## config.mk

```make
export PLATFORM = sky130hd
export DESIGN_NAME = axis_rr_packet_arbiter
export DESIGN_NICKNAME = d
export VERILOG_FILES = /design/src/rtl/axis_rr_packet_arbiter.sv
export SDC_FILE = /design/constraint.sdc
export NUM_CORES = 1
export LEC_CHECK = 0
export CELL_PAD_IN_SITES_DETAIL_PLACEMENT = 1
export CELL_PAD_IN_SITES_GLOBAL_PLACEMENT = 1
export CORE_AREA = 3 3 169 171
export DETAILED_ROUTE_END_ITERATION = 7
export DIE_AREA = 0 0 172 174
export DONT_BUFFER_PORTS = 1
export GPL_ROUTABILITY_DRIVEN = 0
export PLACE_DENSITY = 0.39
export SLEW_MARGIN = 10
export SYNTH_ARGS = -nofsm -noshare
export SYNTH_HDL_FRONTEND = slang
export SYNTH_SLANG_ARGS = --single-unit
```

## constraint.sdc

```tcl
create_clock -name aclk -period 3.45 [get_ports aclk]
set_input_delay 0.345 -clock aclk [delete_from_list [all_inputs] [get_ports aclk]]
set_output_delay 0.345 -clock aclk [all_outputs]
set_load 0.02 [all_outputs]
```

## src/rtl/axis_rr_packet_arbiter.sv

```systemverilog
// Packet-locked round-robin arbiter: R AXI-Stream sources share one downstream stream.
// The winner owns axis_out until its tlast beat handshakes, then the next source in rotation wins.
module axis_rr_packet_arbiter #(
  parameter int unsigned R      = 4,
  parameter int unsigned N      = 8,
  parameter int unsigned I      = 1,
  parameter int unsigned D      = 1,
  parameter int unsigned U      = 1,
  parameter bit          TAG_ID = 1'b0,
  localparam int unsigned GW    = (R > 1) ? $clog2(R) : 1
) (
  input  logic                      aclk,
  input  logic                      aresetn,

  input  logic [R-1:0]              axis_in_tvalid,
  output logic [R-1:0]              axis_in_tready,
  input  logic [R-1:0][8*N-1:0]     axis_in_tdata,
  input  logic [R-1:0][N-1:0]       axis_in_tkeep,
  input  logic [R-1:0][N-1:0]       axis_in_tstrb,
  input  logic [R-1:0]              axis_in_tlast,
  input  logic [R-1:0][I-1:0]       axis_in_tid,
  input  logic [R-1:0][D-1:0]       axis_in_tdest,
  input  logic [R-1:0][U-1:0]       axis_in_tuser,

  output logic                      axis_out_tvalid,
  input  logic                      axis_out_tready,
  output logic [8*N-1:0]            axis_out_tdata,
  output logic [N-1:0]              axis_out_tkeep,
  output logic [N-1:0]              axis_out_tstrb,
  output logic                      axis_out_tlast,
  output logic [I-1:0]              axis_out_tid,
  output logic [D-1:0]              axis_out_tdest,
  output logic [U-1:0]              axis_out_tuser,

  output logic [GW-1:0]             grant,
  output logic                      busy
);

  typedef enum logic [0:0] {StIdle, StLock} state_e;

  state_e        state_q, state_d;
  logic [GW-1:0] grant_q, grant_d;
  logic [GW-1:0] ptr_q, ptr_d;

  logic          found;
  logic [GW-1:0] pick;
  logic [GW:0]   sum;
  logic [GW-1:0] idx;

  // First requester at or after ptr, wrapping modulo R (works for non-power-of-2 R).
  always_comb begin
    found = 1'b0;
    pick  = ptr_q;
    sum   = '0;
    idx   = '0;
    for (int unsigned k = 0; k < R; k++) begin
      sum = {1'b0, ptr_q} + (GW+1)'(k);
      if (sum >= (GW+1)'(R)) begin
        sum = sum - (GW+1)'(R);
      end
      idx = sum[GW-1:0];
      if (!found && axis_in_tvalid[idx]) begin
        found = 1'b1;
        pick  = idx;
      end
    end
  end

  // Payload mux follows the registered grant; only tvalid/tready are gated by state.
  always_comb begin
    axis_out_tdata  = axis_in_tdata[grant_q];
    axis_out_tkeep  = axis_in_tkeep[grant_q];
    axis_out_tstrb  = axis_in_tstrb[grant_q];
    axis_out_tlast  = axis_in_tlast[grant_q];
    axis_out_tdest  = axis_in_tdest[grant_q];
    axis_out_tuser  = axis_in_tuser[grant_q];
    axis_out_tvalid = (state_q == StLock) && axis_in_tvalid[grant_q];
    axis_in_tready  = '0;
    if (state_q == StLock) begin
      axis_in_tready[grant_q] = axis_out_tready;
    end
  end

  if (TAG_ID) begin : g_tag_id
    assign axis_out_tid = I'(grant_q);
  end else begin : g_pass_id
    assign axis_out_tid = axis_in_tid[grant_q];
  end

  always_comb begin
    state_d = state_q;
    grant_d = grant_q;
    ptr_d   = ptr_q;
    unique case (state_q)
      StIdle: begin
        if (found) begin
          grant_d = pick;
          state_d = StLock;
        end
      end
      StLock: begin
        if (axis_out_tvalid && axis_out_tready && axis_out_tlast) begin
          ptr_d   = (grant_q == GW'(R - 1)) ? '0 : grant_q + 1'b1;
          state_d = StIdle;
        end
      end
      default: state_d = StIdle;
    endcase
  end

  always_ff @(posedge aclk or negedge aresetn) begin
    if (!aresetn) begin
      state_q <= StIdle;
      grant_q <= '0;
      ptr_q   <= '0;
    end else begin
      state_q <= state_d;
      grant_q <= grant_d;
      ptr_q   <= ptr_d;
    end
  end

  assign grant = grant_q;
  assign busy  = (state_q == StLock);

endmodule

```

==> results_dict.tcl <==
set metrics [dict create \
    outcome "finished clean" \
    core_mm2 0.02703 \
    io_buffers 0 \
    synth_top_cells_by_area "mux4_2, dfrtp_1, ha_1" \
    layout.cells.most_common "mux4_2" \
    die_h_um 174 \
    synth_cell_types 25 \
    drt_first_pass_iters 4 \
    ant_nets 0 \
    grt_remaining_overflow 0 \
    synth_edf_count 0 \
    synth_area_leader_cell "mux4_2" \
    crit_path_start "grant[0]" \
    grt_max_degree 49 \
    pwr-share-comb_pct 84.2 \
    clkPwrFrac_pct 6.4 \
    tightest_slew_ns 0.6066 \
    seq_area_frac_synth_pct 5.184 \
    wl_met3_mm 1.869 \
    ir_worst_vdd_v 0.0003996 \
    holdPathEnd "grant[1]" \
    cts_sinks 5 \
    synthCells 145 \
    reg2reg_to "ptr_q[0]" \
    synth_top_area_share_pct 79.32 \
    wl_per_cell_um 31.48 \
    grt_pass1_vias 2385 \
    endpoint_kind "primary output" \
    seq_power_share_pct 9.4 \
    r2r_cells 3 \
    drive_gt1_share_pct 70.68 \
    hold_start "axis_in_tvalid[1]" \
    finalSetupTns_ns 0 \
    fin_skew_ns 0.0008901 \
    cts_tree "done" \
    p_sw_share_pct 58.68 \
    grt_pass1_wl_mm 18.24 \
    max_cap_violations 0 \
    syn_area_mm2 0.002414 \
    powerDensity_mw_per_mm2 1025 \
    slew_headroom_pct 59.56 \
    areaGrowthSynthToFinish_pct 18.87 \
    syn-num-nets 492 \
    nNetsFinal 481 \
    ys_async_sr_fraction_pct 100.0 \
    syn_avg_cell_area_um2 16.65 \
    clock_latency_ns 0.23 \
    rsz0062_at_grt "false" \
    leakage_nw 0.7894 \
    cts_buffers 3 \
    drv_slew 0 \
    hold-worst-slack_ns 0.3317 \
    crit_type "flop to primary output" \
    wl_mm 14.98 \
    drt_iter0_drc 109 \
    hold_viol 0 \
    cp-start-kind "flop" \
    die_w_um 172 \
    path_max_fanout 27 \
    htreeDepth 1 \
    antenna_found_initial 4 \
    met1_length_mm 4.779 \
    vias 1977 \
    layout_common_cells "mux4_2, and3_1, ha_1" \
    ys_warn_count 0 \
    fp-row-count 60 \
    period_minus_slack_ns 2.438 \
    synth_top_flop_cell "dfrtp_1" \
    drc_errors 0 \
    highest_layer "met5" \
    postPlaceCellArea_mm2 0.002775 \
    path_clk_slew_ns 0.03 \
    r2r-start "grant[0]" \
    grt.total_usage_pct 8.571 \
    place_hpwl_mm 13.69 \
    wl_met2_mm 8.012 \
    setup_viol 0 \
    initial_core_util_pct 8.931 \
    die-area_mm2 0.02993 \
    min_path_type "primary input to flop" \
    cts_resized 0 \
    io_pins 435 \
    r2r_setup_slack_ns 1.46 \
    worstHoldPathCells 2 \
    p_sw_mw 1.725 \
    cp.required_ns 3.11 \
    min_period_over_period_pct 70.67 \
    cts_buffer_depth 2 \
    power.internal_mw 1.215 \
    ctsRootBufferMaster "clkbuf_16" \
    cp.arrival_ns 2.09 \
    routed_via_density 4.153 \
    ys_seq_elements 5 \
    fin_area_mm2 0.002869 \
    fmax_mhz 410.1 \
]
==> cells in the mapped netlist, drive strengths merged (2+ instances only) <==
library cell,count
a21oi,2
and2,2
and3,4
buf,16
clkbuf,4
dfrtp,5
ha,4
inv,3
mux2,2
mux4,85
nor2,2
nor2b,3
o21ai,2
o21bai,2
==> area by class of cell <==
class | instances | area, um2
diodes | 2 | 5.005
clock buffers | 4 | 78.83
fillers | 3115 | 24160
inverters | 3 | 11.26
multi-input cells | 117 | 2157
flip-flops and latches | 5 | 132.6
well taps | 341 | 426.7
repair buffers | 4 | 57.56
==> metrics by stage <==
step / power (mW) / util (%) / setup WS, ns / std cells
final: 2.940 / 10.62 / 1.012 / 476
after global routing: 3.070 / 10.60 / 0.8896 / 474
after CTS: 2.987 / 10.60 / 0.9730 / 474
after detailed placement: 2.762 / 10.27 / 1.217 / 469
after global placement: 2.752 / 10.27 / 1.257 / 469
after floorplan: 2.358 / - / 1.511 / 145
==> power by group through the flow <==
stage | logic [mW] | registers [mW] | clock network [mW]
floorplan | 2.22 | 0.134 | 0
global route | 2.58 | 0.291 | 0.199
detailed placement | 2.49 | 0.277 | 0
global placement | 2.48 | 0.270 | 0
finish | 2.48 | 0.275 | 0.188
CTS | 2.52 | 0.276 | 0.191
==> layer usage <==
metal | GRT usage [%] | vias to the layer above
met5 | 0 | -
li1 | - | 674
met4 | 1.697 | 6
met3 | 2.888 | 19
met1 | 8.420 | 1003
met2 | 17.09 | 275
==> kinds of logic after synthesis <==
family / count (synthesis) / share of synthesized area, %
multiplexers: 87 / 80.25
buffers and inverters: 23 / 5.443
AND/OR/NAND/NOR: 15 / 3.940
AO/OA/AOI/OAI: 11 / 3.111
flip-flops: 5 / 5.184
adder cells (fa/ha/maj): 4 / 2.074
==> sequential cells by signal, summed over array words and instances (netlist names) <==
name   count
grant      2
busy       1
ptr_q      2
==> how the worst max path moves through the flow <==
stage	cells past startpoint	to	slack, ns
2_1_floorplan	4	axis_out_tdata[22]	1.51
3_3_place_gp	2	axis_out_tdata[47]	1.26
3_5_place_dp	2	axis_out_tdata[47]	1.22
4_1_cts	2	axis_out_tdata[47]	0.97
5_1_grt	2	axis_out_tdata[47]	0.89
6_report	2	axis_out_tdata[47]	1.01
==> repair_timing <==
action	CTS	global route
hold buffers	1	0
buffers inserted	0	0
setup endpoints to repair	0	0
endpoints found under the hold margin	5	0
==> critical path, stage by stage (launching register included) <==
cell     delay [ns]
dfrtp_4        0.65
buf_4          0.51
mux4_2         0.68
Note: power is estimated with default switching activity, not from simulation.
